**src/rtl/fetch_pkg.sv**
```systemverilog
// Shared types and constants for the instruction fetch unit.
package fetch_pkg;

  localparam int LINE_BYTES     = 32;
  localparam int WORDS_PER_LINE = 8;

  typedef logic [26:0] line_tag_t;

  typedef enum logic [1:0] {
    IDLE = 2'd0,
    REQ  = 2'd1,
    DROP = 2'd2
  } fetch_state_t;

endpackage

```
**src/rtl/fetch_line_buffer.sv**
```systemverilog
// Single-entry cache line holder: tag/valid/data with combinational hit and
// selection of FETCH_WIDTH consecutive words starting at word_idx.
module fetch_line_buffer
  import fetch_pkg::*;
#(
  parameter int FETCH_WIDTH = 2
) (
  input  logic                     clk,
  input  logic                     rst,
  input  logic                     load,
  input  line_tag_t                load_tag,
  input  logic [255:0]             load_data,
  input  logic                     invalidate,
  input  line_tag_t                lookup_tag,
  input  logic [2:0]               word_idx,
  output logic                     hit,
  output logic [32*FETCH_WIDTH-1:0] words
);

  line_tag_t    tag;
  logic         valid;
  logic [255:0] data;
  logic [3:0]   idx;

  // Load wins over invalidate so a fill is never lost.
  always_ff @(posedge clk or negedge rst) begin
    if (!rst) begin
      valid <= 1'b0;
      tag   <= '0;
      data  <= '0;
    end else if (load) begin
      valid <= 1'b1;
      tag   <= load_tag;
      data  <= load_data;
    end else if (invalidate) begin
      valid <= 1'b0;
    end
  end

  assign hit = valid && (tag == lookup_tag);

  // Slots that fall past the end of the line read as zero.
  always_comb begin
    words = '0;
    idx   = '0;
    for (int s = 0; s < FETCH_WIDTH; s++) begin
      idx = {1'b0, word_idx} + 4'(s);
      if (idx < 4'(WORDS_PER_LINE)) begin
        words[32*s +: 32] = data[32*idx[2:0] +: 32];
      end
    end
  end

endmodule

```
**src/rtl/fetch_unit.sv**
```systemverilog
// Instruction fetch: one line buffer, one outstanding icache request, redirect flush.
// Define FETCH_LINEBUF_EN to keep the line buffer across groups.
module fetch_unit
  import fetch_pkg::*;
#(
  parameter int          FETCH_WIDTH = 2,
  parameter logic [31:0] RESET_PC    = 32'haaaaa000
) (
  input  logic                      clk,
  input  logic                      rst,
  output logic [31:0]               ufp_addr,
  output logic [3:0]                ufp_rmask,
  input  logic [255:0]              ufp_rcache_line,
  input  logic                      ufp_resp,
  input  logic                      redirect_i,
  input  logic [31:0]               redirect_pc_i,
  input  logic                      full_i,
  output logic                      enqueue_o,
  output logic [32*FETCH_WIDTH-1:0] instr_o,
  output logic [FETCH_WIDTH-1:0]    valid_o,
  output logic [31:0]               pc_o,
  output logic [63:0]               order_o,
  output fetch_state_t              fsm_state
);

  fetch_state_t state, next_state;
  logic [31:0]  pc;
  logic [63:0]  order;
  logic         hit, issue, load, invalidate;
  logic [3:0]   rem, k;
  logic         unused_bits;

  assign unused_bits = ^redirect_pc_i[1:0];

  fetch_line_buffer #(.FETCH_WIDTH(FETCH_WIDTH)) u_line_buffer (
    .clk        (clk),
    .rst        (rst),
    .load       (load),
    .load_tag   (ufp_addr[31:5]),
    .load_data  (ufp_rcache_line),
    .invalidate (invalidate),
    .lookup_tag (pc[31:5]),
    .word_idx   (pc[4:2]),
    .hit        (hit),
    .words      (instr_o)
  );

`ifdef FETCH_LINEBUF_EN
  assign invalidate = 1'b0;
`else
  assign invalidate = enqueue_o;
`endif

  // A group never crosses the current line.
  assign rem       = 4'(WORDS_PER_LINE) - {1'b0, pc[4:2]};
  assign k         = (rem < 4'(FETCH_WIDTH)) ? rem : 4'(FETCH_WIDTH);
  assign enqueue_o = hit && !full_i && !redirect_i;

  always_comb begin
    valid_o = '0;
    for (int s = 0; s < FETCH_WIDTH; s++) begin
      valid_o[s] = enqueue_o && (4'(s) < k);
    end
  end

  // Icache handshake: rmask stays '1 from issue until the ufp_resp pulse.
  always_comb begin
    next_state = state;
    issue      = 1'b0;
    load       = 1'b0;
    unique case (state)
      IDLE: begin
        if (!redirect_i && !hit) begin
          next_state = REQ;
          issue      = 1'b1;
        end
      end
      REQ: begin
        if (ufp_resp) begin
          next_state = IDLE;
          load       = !redirect_i;
        end else if (redirect_i) begin
          next_state = DROP;
        end
      end
      DROP: begin
        if (ufp_resp) next_state = IDLE;
      end
      default: next_state = IDLE;
    endcase
  end

  always_ff @(posedge clk or negedge rst) begin
    if (!rst) begin
      state    <= IDLE;
      pc       <= RESET_PC;
      order    <= '0;
      ufp_addr <= '0;
    end else begin
      state <= next_state;
      if (issue) ufp_addr <= {pc[31:5], 5'b0};
      if (redirect_i) begin
        pc <= {redirect_pc_i[31:2], 2'b00};
      end else if (enqueue_o) begin
        pc    <= pc + {26'b0, k, 2'b00};
        order <= order + {60'b0, k};
      end
    end
  end

  assign ufp_rmask = (state == IDLE) ? 4'h0 : 4'hf;
  assign pc_o      = pc;
  assign order_o   = order;
  assign fsm_state = state;

endmodule

```
**config.mk**
```make
export PLATFORM = sky130hd
export DESIGN_NAME = fetch_unit
export DESIGN_NICKNAME = d
export VERILOG_FILES = /design/src/rtl/fetch_pkg.sv /design/src/rtl/fetch_line_buffer.sv /design/src/rtl/fetch_unit.sv
export SDC_FILE = /design/constraint.sdc
export NUM_CORES = 1
export LEC_CHECK = 0
export ABC_CLOCK_PERIOD_IN_PS = 5900
export CAP_MARGIN = 20
export CORE_ASPECT_RATIO = 0.6
export CORE_MARGIN = 10
export CORE_UTILIZATION = 45
export CTS_BUF_LIST = sky130_fd_sc_hd__clkbuf_2
export DETAILED_ROUTE_END_ITERATION = 16
export GPL_TIMING_DRIVEN = 0
export PLACE_DENSITY = 0.78
export REMOVE_ABC_BUFFERS = 1
export SLEW_MARGIN = 20
export SYNTH_ARGS = -nofsm -noshare
export SYNTH_HDL_FRONTEND = slang
export SYNTH_HIERARCHICAL = 1
export SYNTH_SLANG_ARGS = --single-unit
```
**constraint.sdc**
```tcl
create_clock -name clk -period 5.9 [get_ports clk]
set_clock_uncertainty 0.05 [all_clocks]
set_input_delay 1.18 -clock clk [delete_from_list [all_inputs] [get_ports clk]]
set_output_delay 1.18 -clock clk [all_outputs]
set_load 0.05 [all_outputs]
```
==> Yosys cells after proc, flatten, opt, wreduce, memory -nomap -nowiden <==
Index checks and enable logic that the tools add are counted.
{ "op_classes": {"addsub": 4, "order_cmp": 5, "eq_ne": 6, "shifts": 2, "mux": 17, "bitwise_logic": 1, "n_reduce_logical": 14} }
{ "op_table": {"columns": ["cell", "n"], "rows": [
  ["$shiftx 256x9->32", 2],
  ["$mux 32", 4],
  ["$add 64x4->64", 1],
  ["$add 32x6->32", 1],
  ["$eq 27x27->1", 1],
  ["$lt 1x4->1 const A", 2],
  ["$mux 2", 4],
  ["$mux 4", 2],
  ["$logic_and 1x1->1", 6],
  ["$mux 1", 6],
  ["$pmux 2 s3", 1],
  ["$add 3x1->4 const B", 1],
  ["$lt 3x4->1 const B", 1],
  ["$lt 4x2->1 const B", 1],
  ["$lt 4x4->1 const B", 1],
  ["$ne 2x2->1 const B", 2],
  ["$reduce_bool 2->1", 2],
  ["$sub 4x3->4 const A", 1],
  ["$logic_not 1->1", 3],
  ["$ne 3x3->1 const B", 1],
  ["$reduce_and 3->1", 1],
  ["$eq 2x1->1 const B", 1],
  ["$eq 2x2->1 const B", 1],
  ["$logic_not 2->1", 1],
  ["2 further kinds", 2]
]} }
{ "totals": {"reg_bits": 409, "input_bits": 293, "out_inout_bits": 201, "word_cells": 56} }

==> Logic depth before layout (Yosys ltp) <==
Gate-level depths: netlist of the first run.
{ "depth": {"depth_word": 6, "depth_mapped": 12, "ltp_nobuf": 11} }

==> Modules after synthesis <==
Netlist of the first run, hierarchy kept.
{ "modules_own_cells": {"columns": ["mod", "n_inst", "cells_per_inst", "area_per_inst_um2", "seq_area_each_um2"], "rows": [
  ["fetch_line_buffer", 1, 1014, 14906.8, 7106.8],
  ["fetch_unit", 1, 589, 6346.1, 3090.5]
]} }

==> Least setup slack after synthesis of the first run <==
No wires, ideal clock.
{ "synth_path": {"kind": "reg2out", "from": "register pc[5], in the netlist pc_o[5]", "to": "output port valid_o[1]", "arrival_ns": 3.481, "path_slack_ns": 1.189, "stages_incl_launch_ff": 8, "path_cell_list": "dfrtp_1 > xnor2_1 > nand4_1 > or4_1 > nor4_1 > nor3b_2 > clkbuf_1 > and2_1"} }
{ "synth_between": {"elab_chain_cells": 5} }
{ "synth_lines": {"columns": ["item", "line_no", "text"], "rows": [
  ["from (decl)", "fetch_unit.sv:27", "logic [31:0] pc;"],
  ["from (signal assigned)", "fetch_unit.sv:103", "pc <= {redirect_pc_i[31:2], 2'b00};"],
  ["from (signal assigned)", "fetch_unit.sv:105", "pc <= pc + {26'b0, k, 2'b00};"],
  ["$eq 27x27->1", "fetch_line_buffer.sv:40", "assign hit = valid && (tag == lookup_tag);"],
  ["$logic_and 1x1->1", "fetch_line_buffer.sv:40", null],
  ["named net hit", "fetch_unit.sv:29", "logic hit, issue, load, invalidate;"],
  ["$logic_and 1x1->1 (2 in a row)", "fetch_unit.sv:57", "assign enqueue_o = hit && !full_i && !redirect_i;"],
  ["named net enqueue_o", "fetch_unit.sv:18", "output logic enqueue_o,"],
  ["$logic_and 1x1->1", "fetch_unit.sv:62", "valid_o[s] = enqueue_o && (4'(s) < k);"],
  ["to (decl)", "fetch_unit.sv:20", "output logic [FETCH_WIDTH-1:0] valid_o,"]
]} }
The timed path passes the listed nets, and every way through them passes these cells.

==> Worst setup path after layout of the first run <==
{ "layout_path": {"from": "register pc[3], in the netlist pc_o[3]", "to": "output port instr_o[41]"} }
{ "layout_between": {"elab_chain_cells": 3} }
{ "layout_lines": {"columns": ["item", "line_no", "text"], "rows": [
  ["$add 3x1->4 (*)", "fetch_line_buffer.sv:47", "idx = {1'b0, word_idx} + 4'(s);"],
  ["$shiftx 256x9->32 / $lt 4x4->1 (equally long branches)", "fetch_line_buffer.sv:49, fetch_line_buffer.sv:48", null],
  ["$mux 32 (*)", "fetch_line_buffer.sv:48", "if (idx < 4'(WORDS_PER_LINE)) begin"],
  ["to (decl)", "fetch_unit.sv:19", "output logic [32*FETCH_WIDTH-1:0] instr_o,"]
]} }
Mark *: on every way between the ends. The rest lies on a longest branch, timed or not.

==> results of run 1 <==
flip-flops by register name (all words and copies together) (netlist names):
register             count
u_line_buffer/valid      1
ufp_addr                27
pc_o                    30
fsm_state                2
order_o                 64
u_line_buffer/tag       27
u_line_buffer/data     256
area by class of cell:
class	count	area, sq um	share of cell area
repair buffers	539	5560	0.198
clock buffers	133	666	0.0238
inverters	18	67.6	0.00241
flip-flops and latches	407	10200	0.364
diodes	9	22.5	0.000804
multi-input cells	1079	10500	0.375
clock inverters	42	210	0.00750
well taps	630	788	0.0281
layer usage:
| metal | up-vias | part of all wire |
|---|---|---|
| li1 | 7100 | - |
| met1 | 8208 | 0.42 |
| met2 | 597 | 0.48 |
| met3 | 129 | 0.083 |
| met4 | 22 | 0.022 |
| met5 | - | 0.0020 |
power groups by stage:
| stage | clock network, W | registers [W] | logic, W |
|---|---|---|---|
| 2_1_floorplan | 0 | 0.00407 | 0.00245 |
| 3_3_place_gp | 0 | 0.00402 | 0.00380 |
| 3_5_place_dp | 0 | 0.00403 | 0.00376 |
| 4_1_cts | 0.00192 | 0.00397 | 0.00378 |
| 5_1_grt | 0.00207 | 0.00407 | 0.00398 |
| 6_report | 0.00184 | 0.00398 | 0.00377 |
synthesized netlist by cell type (all sizes together), types with 18 or more instances:
master	number	area, sq um
nor3	46	230
o21ai	25	125
mux2	477	5410
nand2	60	225
o22ai	64	400
nand4	32	200
and3	18	115
dfrtp	397	9930
xnor2	87	781
mux4	64	1440
nand3	31	160
xor2	26	228
nor2	20	75.1
buf	84	500
clkbuf	25	93.8
repair_timing:
action                                  CTS  global route
endpoints found under the setup margin    3             6
gates resized for setup                   1             3
endpoints found under the hold margin    51             0
hold buffers                              1             0
setup buffers                             3             1
cloned                                    0             0
pin swaps                                 0             1
stage by stage:
| stage | area (sq um) | setup WS (ns) |
|---|---|---|
| 2_1_floorplan | 20700 | -16.70 |
| 3_3_place_gp | 26300 | -28.48 |
| 3_5_place_dp | 27100 | 0.552 |
| 4_1_cts | 28000 | 0.0243 |
| 5_1_grt | 28000 | 0.0971 |
| 6_report | 28000 | 0.340 |
kinds of logic after synthesis:
family,count (synthesis)
mux,544
flops,407
simple gates,267
compound gates,132
buf+inv,127
xor+xnor,113
fa+ha+maj,12
other cells,1
final timing paths:
kind | cells after the start | from | endpoint | slack, ns
max reg2reg | 10 | pc_o[3] | order_o[63] | 1.50
min | 1 | order_o[63] | order_o[63] | 0.43
min in group asynchronous | 2 | rst | order_o[44] | 0.64
max | 6 | pc_o[3] | instr_o[41] | 0.34
min reg2reg | 1 | order_o[63] | order_o[63] | 0.43
max in group asynchronous | 4 | rst | u_line_buffer/data[197] | 3.81
critical path, cell delays in order, from the launching register on:
cell and delay (ns):
dfrtp_4 0.73, ha_4 0.67, buf_12 0.29, mux2_2 0.21
o22ai_1 0.07, nor3_1 0.44, clkdlybuf4s50_1 0.92
==> run metrics, run 1 <==
outcome complete, no violations; Worst EP arrival 4.33 ns; fraction of synthesized cell area in xor and xnor cells 0.0475; met1 usage 0.294; mux contribution to synthesized area 0.324; DR vias 16056; ys flop type dfrtp_1; layout net count 2446; leakage 11.5 nW; Logic pwr share 0.393; Unique masters post-synth 66; GR Util met3 0.0786; Max H-tree Level 3; Final Critical Period 5.56 ns; power density over cell area 342 mW/mm^2; WS Path Type reg -> out; Clk network pwr share 0.192; Yosys warnings 6; peak supply drop 272 uV; TritonRoute pass-1 iters 5; Max Clock Freq 180 MHz; Post-synth EDFFs 0; CTS clock-pin slew for the worst setup and hold paths 0.11 ns; Total Power 0.00960 W; die height 188 um; # Max-Cap Violations 0; DRT iter0 DRCs 933; GR Overflow Total 0; Overall Global Routing Usage 0.232; sequential power share 0.415; most frequent cells in the layout 479 x clkdlybuf4s50_1, 467 x mux2_2, 394 x dfrtp_1; compound-cell area share of the yosys netlist 0.0422; Final Hold Slack 0.434 ns; synth-to-layout area growth 31.9%; global route hottest layer met2; Synth Register Bits 407; Placeable Area 0.0465 sq mm; number of I/O port buffers 484; non-filler cells, final 2857; CTS Buffer Depth 3; WL final 67400 um; final setup TNS 0 ns; first-pass GRT wire length 103000 um; Cell Int Power 0.00597 W; share of layout cells above drive strength 1 0.352; Antenna Nets Post-Route 0; die area 0.0566 sq mm; clk_lat worst skew 0.97 ns; synthesized area 0.0213 sq mm; CTS Buf Count 96; largest family of logic cells by synthesized area multiplexers; cell count after placement 2668; most common cell after layout, fill and taps aside clkdlybuf4s50_1; adder-cell share of the synthesized area 0.00742; # fillers 3623; worst hold path type reg -> reg; fin util 0.603; CTS tree done; largest net degree at the start of global routing 99; WP data required 4.67 ns; vias in the first global route 17456; Synth Area in Simple Gates 0.0681; net switching power 0.00362 W; final hold violations 0; Max Slew Vio Count 0; synthesized area per cell 13.3 sq um; CP startpoint kind register; Switching Share 0.377; worst slew pin tran 0.825 ns; sequential cell area fraction in the yosys report 0.480; DP HPWL 49100 um; final setup violation count 0; # IOs 494; critical-path maximum fanout 40; Initial Utilization 0.457; Slew HR 0.442; initial antenna violation count 19; share of the clock period used by the worst path 0.942; clock sinks 407; asr flop ratio synth 1.00; CTS Root Buffer Type clkbuf_2; Mapped Cells 1603; DRC viols 0; RSZ-0062 raised after global routing no; Die W 301 um; Row Count 61; critical path endpoint category output port; GPL Wtd Cong 0.875; met2 usage 0.371; Routed wire per std cell 23.6 um; DR vias/cell 5.62
(Power assumes the default switching activity.)
==> run 2, diff against run 1 <==
- SYNTH_HIERARCHICAL: 1 -> unset
==> run 2 against run 1 <==
Setup slack got worse by 0.013 ns; cell count decreased by 0.88%; combinational power fell by 2%; clock power rose by 9.8%; final area barely moved; critical endpoint is now instr_o[32].
==> run metrics, run 2 <==
vias in the first global route 17082; peak supply drop 272 uV; CTS clock-pin slew for the worst setup and hold paths 0.12 ns; worst hold path type reg -> reg; layout net count 2406; Most flops, register u_line_buffer.data; area of the multi-input gates 0.0103 sq mm; # IOs 494; Worst Path Buf+Inv 4; share of layout cells above drive strength 1 0.335; Reg2Reg Setup Slack 1.53 ns; WP data required 4.67 ns; Antenna Nets Post-Route 0; CP startpoint kind register; TritonRoute pass-1 iters 5; max reg flops 256; # fillers 3612; Slew HR 0.413; CTS Buffer Depth 3; reg2reg path depth 12; most common cell in the netlist dfrtp_1; outcome complete, no violations; FF-to-FF End order_o[47]; Row Count 61; asr flop ratio synth 1.00; synthesized area per cell 13.4 sq um; top-area cell type share of the netlist area 0.472; most common cell after layout, fill and taps aside clkdlybuf4s50_1; worst path cell trace buf_16, ha_1, xor2_4, buf_8, buf_16, nand2_1, a21oi_1, clkdlybuf4s50_1; Max Slew Vio Count 0; non-filler cells, final 2832; Mapped Cells 1571; Setup WS post-layout 0.327 ns; Placeable Area 0.0463 sq mm; most frequent cells in the layout 482 x clkdlybuf4s50_1, 394 x dfrtp_1, 348 x mux2_2; initial antenna violation count 28; compound-cell area share of the yosys netlist 0.0257; DRT iter0 DRCs 1092; Final Critical Period 5.57 ns; RSZ-0062 raised after global routing no; sequential cell area fraction in the yosys report 0.485; CTS Buf Count 99; Initial Utilization 0.455; DP HPWL 49500 um; CP delay by family, top buffers and inverters; Synth top cells by count 397 x dfrtp_1, 348 x mux2_2, 128 x mux4_2; cell count after placement 2632; Worst Min Path Start u_line_buffer.valid; WS Path Type reg -> out; DP Worst Slack 1.12 ns; power density over cell area 345 mW/mm^2; critical path's slowest cell clkdlybuf4s50_1; die area 0.0561 sq mm; Cell Area, Placed 0.0270 sq mm; Finished Cell Area 0.0280 sq mm; mux contribution to synthesized area 0.324; CTS tree done; crit path capture instr_o[32]; Routed wire per std cell 23.7 um; Unique masters post-synth 59; GR Overflow Total 0; cell mode on critical path buf_16; number of I/O port buffers 484; die height 187 um; largest net degree at the start of global routing 102; post-synth top area cell dfrtp_1; final setup violation count 0; origin of the critical flop-to-flop path pc_o[3]; clock sinks 407; register area 0.0102 sq mm; CTS Root Buffer Type clkbuf_2; adder-cell share of the synthesized area 0.00511; GPL Wtd Cong 0.842; WP depth 8; worst slew pin tran 0.873 ns; Max Clock Freq 179 MHz; # Max-Cap Violations 0; Die W 299 um; Yosys warnings 0; WL final 67000 um; DRC viols 0; delay of the slowest cell on the worst path 0.85 ns; Post-synth EDFFs 0; Max H-tree Level 3; synth-to-layout area growth 33.2%; DR vias/cell 5.67; share of the clock period used by the worst path 0.945; Worst EP arrival 4.34 ns; critical path endpoint category output port; fraction of synthesized cell area in xor and xnor cells 0.0441; Synth Area in Simple Gates 0.0872; Synth Register Bits 407; largest family of logic cells by synthesized area multiplexers; DR vias 16064; Synth area leaders dfrtp_1 47%, mux2_2 19%, mux4_2 14%; leakage 11.5 nW; final hold violations 0; first-pass GRT wire length 103000 um; Overall Global Routing Usage 0.235; synthesized area 0.0210 sq mm; ys flop type dfrtp_1; critical-path maximum fanout 35; Final Hold Slack 0.441 ns; clk_lat worst skew 0.98 ns; fin util 0.606; Crit. Startpoint pc_o[2]
[run 2: final cells by class]
cell class                 count  share of cell area
clock buffer                 146              0.0261
timing repair buffer         538               0.199
clock inverter                32             0.00817
inverter                      29             0.00388
antenna                       20             0.00179
sequential                   407               0.364
multi-input combinational   1030               0.369
tap                          630              0.0281
[run 2: worst min path at each step]
stage | to | slack (ns) | cells past startpoint
CTS | u_line_buffer.valid | 0.44 | 1
detailed placement | u_line_buffer.valid | 0.41 | 1
global route | u_line_buffer.valid | 0.46 | 1
floorplan | u_line_buffer.valid | 0.39 | 1
global placement | u_line_buffer.valid | 0.40 | 1
finish | u_line_buffer.valid | 0.44 | 1
[run 2: per-layer routing]
layer,vias up,GRT usage,part of all wire
met5,-,0,0.0013
met4,14,0.0869,0.025
met3,121,0.0668,0.076
met2,657,0.366,0.48
met1,8319,0.308,0.42
li1,6953,-,-
[run 2: per-stage QoR]
stage,TNS (ns),power (W)
3_3_place_gp,-,0.00772
6_report,0,0.00968
2_1_floorplan,-5124.99,0.00643
4_1_cts,0,0.00975
5_1_grt,0,0.0102
3_5_place_dp,0,0.00770
[run 2: what timing repair did]
action / 4_1_cts / 5_1_grt
endpoints found under the hold margin: 29 / 0
hold buffers: 1 / 0
buffers inserted: 0 / 1
gates resized for setup: 1 / 4
endpoints found under the setup margin: 2 / 26
pin swaps: 0 / 1
[run 2: power by group]
group | leakage [nW] | switching (W) | internal [W]
logic | 5.89 | 0.00188 | 0.00183
registers | 4.89 | 0.000530 | 0.00343
clock network | 0.714 | 0.00118 | 0.000832
[run 2: cells by family (layout without fill, tap and decap cells)]
group / count (synthesis) / count (layout)
DFF: 407 / 407
other: 1 / 29
buffers and inverters: 142 / 745
adders and majority gates: 8 / 8
muxes: 477 / 477
xor gates and xnor gates: 106 / 106
and+or+nand+nor: 341 / 341
AOI/OAI and AO/OA: 89 / 89
[run 2: worst register-to-register path: cells and delay by family (launching register included)]
| family | cells | cell delay, ns |
|---|---|---|
| xor gates and xnor gates | 1 | 0.16 |
| AOI/OAI and AO/OA | 3 | 0.58 |
| and+or+nand+nor | 4 | 1.82 |
| buffers and inverters | 2 | 0.42 |
| DFF | 1 | 0.65 |
| adders and majority gates | 2 | 0.61 |
==> run 3, diff against run 2 <==
- MAX_ROUTING_LAYER: unset -> met4
- PLACE_DENSITY: 0.78 -> 0.84
- SETUP_SLACK_MARGIN: unset -> 0.2
==> run 3 against run 2 <==
Via count grew 0.17%; worst hold slack gained 0.0067 ns; highest routed layer is now met4; combinational power is essentially flat; core utilization down 0.095 points; non-clock buffer count grew 6; sequential power is essentially flat; setup slack better by 0.11 ns; sequential share of layout area rose by 0.057 points; global-route usage rose by 0.70 points; clock power fell by 5%; die area unchanged; power is 1.1% lower; critical endpoint is now instr_o[60].
==> run metrics, run 3 (synthesis results as in run 2) <==
first-pass GRT wire length 104000 um; Die W 299 um; synth-to-layout area growth 33.0%; Most flops, register u_line_buffer.data; # IOs 494; clock sinks 407; WP data required 4.67 ns; largest net degree at the start of global routing 100; Row Count 61; sequential power share 0.413; Total Power 0.00958 W; Final Critical Period 5.46 ns; DRT iter0 DRCs 1373; CP startpoint kind register; WL final 67100 um; critical path endpoint category output port; TritonRoute pass-1 iters 6; final hold violations 0; DR vias 16092; # fillers 3543; DRC viols 0; power density over cell area 342 mW/mm^2; Routed wire per std cell 23.8 um; Max Slew Vio Count 0; net switching power 0.00360 W; # Max-Cap Violations 0; Logic pwr share 0.388; Placeable Area 0.0463 sq mm; worst slew pin tran 0.969 ns; Clk network pwr share 0.199; vias in the first global route 17191; critical-path maximum fanout 31; Max H-tree Level 3; clk_lat worst skew 0.97 ns; Antenna Nets Post-Route 0; Max Clock Freq 183 MHz; max reg flops 256; GPL Wtd Cong 0.894; worst path cell trace buf_4, buf_12, ha_1, xnor2_2, buf_6, buf_6, buf_6, nand2_1, a21oi_1, clkdlybuf4s50_1; GR Overflow Total 0; RSZ-0062 raised after global routing no; Switching Share 0.376; CTS tree done; WS Path Type reg -> out; final setup violation count 0; Slew HR 0.349; worst hold path type reg -> reg; CTS Root Buffer Type clkbuf_2; Finished Cell Area 0.0280 sq mm; most frequent cells in the layout 470 x clkdlybuf4s50_1, 394 x dfrtp_1, 348 x mux2_2; Cell Int Power 0.00598 W; peak supply drop 255 uV; share of layout cells above drive strength 1 0.337; number of I/O port buffers 484; CTS Buffer Depth 3; Cell Area, Placed 0.0269 sq mm; most common cell after layout, fill and taps aside clkdlybuf4s50_1; outcome complete, no violations; Initial Utilization 0.455; Overall Global Routing Usage 0.242; critical path's slowest cell clkdlybuf4s50_1; DP HPWL 49800 um; CTS Buf Count 96; share of the clock period used by the worst path 0.926; leakage 11.6 nW; initial antenna violation count 7; CTS clock-pin slew for the worst setup and hold paths 0.12 ns; DR vias/cell 5.70; die area 0.0561 sq mm; delay of the slowest cell on the worst path 0.85 ns; Worst EP arrival 4.23 ns; cell mode on critical path buf_6; die height 187 um; layout net count 2409; final setup TNS 0 ns; fin util 0.605
-- run 3: cell types whose count changed in the layout (fill, tap and decap cells not counted), moves of 3 or more --
cell / change
clkbuf_2: -5
clkinvlp_4: +3
buf_4: +5
dlymetal6s2s_1: +7
diode_2: -12
dlygate4sd2_1: +5
clkinv_1: -3
clkdlybuf4s50_1: -12
-- run 3: worst paths after layout --
check | start | to | slack, ns | cells after the start
worst max-delay path | pc_o[2] | instr_o[60] | 0.44 | 10
worst min-delay path | u_line_buffer.valid | u_line_buffer.valid | 0.45 | 1
worst max register to register | pc_o[3] | order_o[51] | 1.68 | 12
worst min register to register | u_line_buffer.valid | u_line_buffer.valid | 0.45 | 1
max in group asynchronous | rst | pc_o[13] | 3.79 | 4
min in group asynchronous | rst | order_o[53] | 0.69 | 2
-- run 3: layout make-up --
class                   instances  area, sq um  share of cell area
multi-input cells            1030        10300               0.369
repair buffers                544         5640               0.202
inverters                      29          109             0.00389
well taps                     630          788              0.0282
flip-flops and latches        407        10200               0.365
clock inverters                32          190             0.00679
clock buffers                 141          706              0.0252
diodes                          8         20.0            0.000715
-- run 3: power groups by stage --
stage	clock network (W)	logic [W]	registers [W]
global route	0.00212	0.00391	0.00404
floorplan	0	0.00236	0.00407
detailed placement	0	0.00368	0.00402
CTS	0.00197	0.00374	0.00394
global placement	0	0.00370	0.00400
finish	0.00191	0.00371	0.00396
-- run 3: per-layer routing --
metal	part of all wire	GRT usage
met1	0.42	0.315
met2	0.48	0.370
met3	0.078	0.0599
met4	0.026	0.0725
met5	0	-
-- run 3: worst max-delay path, delay by kind of cell, from the launching register on --
kind | cells | cell delay, ns
buffers and inverters | 6 | 1.80
DFF | 1 | 0.52
xor gates and xnor gates | 1 | 0.36
adders and majority gates | 1 | 0.31
AOI/OAI and AO/OA | 1 | 0.16
and+or+nand+nor | 1 | 0.06
-- run 3: metrics by stage --
step / instances / hold slack, ns / worst slack [ns]
4_1_cts: 2813 / 0.433 / 0.247
3_3_place_gp: 2580 / 0.402 / -28.00
6_report: 2821 / 0.447 / 0.439
5_1_grt: 2819 / 0.465 / 0.203
3_5_place_dp: 2633 / 0.413 / 0.812
2_1_floorplan: 1466 / 0.392 / -16.70
-- run 3: timing repair --
action / CTS / global route
cloned: 0 / 0
pin swaps: 1 / 0
hold endpoints to repair: 57 / 0
hold buffers: 1 / 0
gates resized for setup: 8 / 8
endpoints found under the setup margin: 34 / 7
setup buffers: 6 / 0
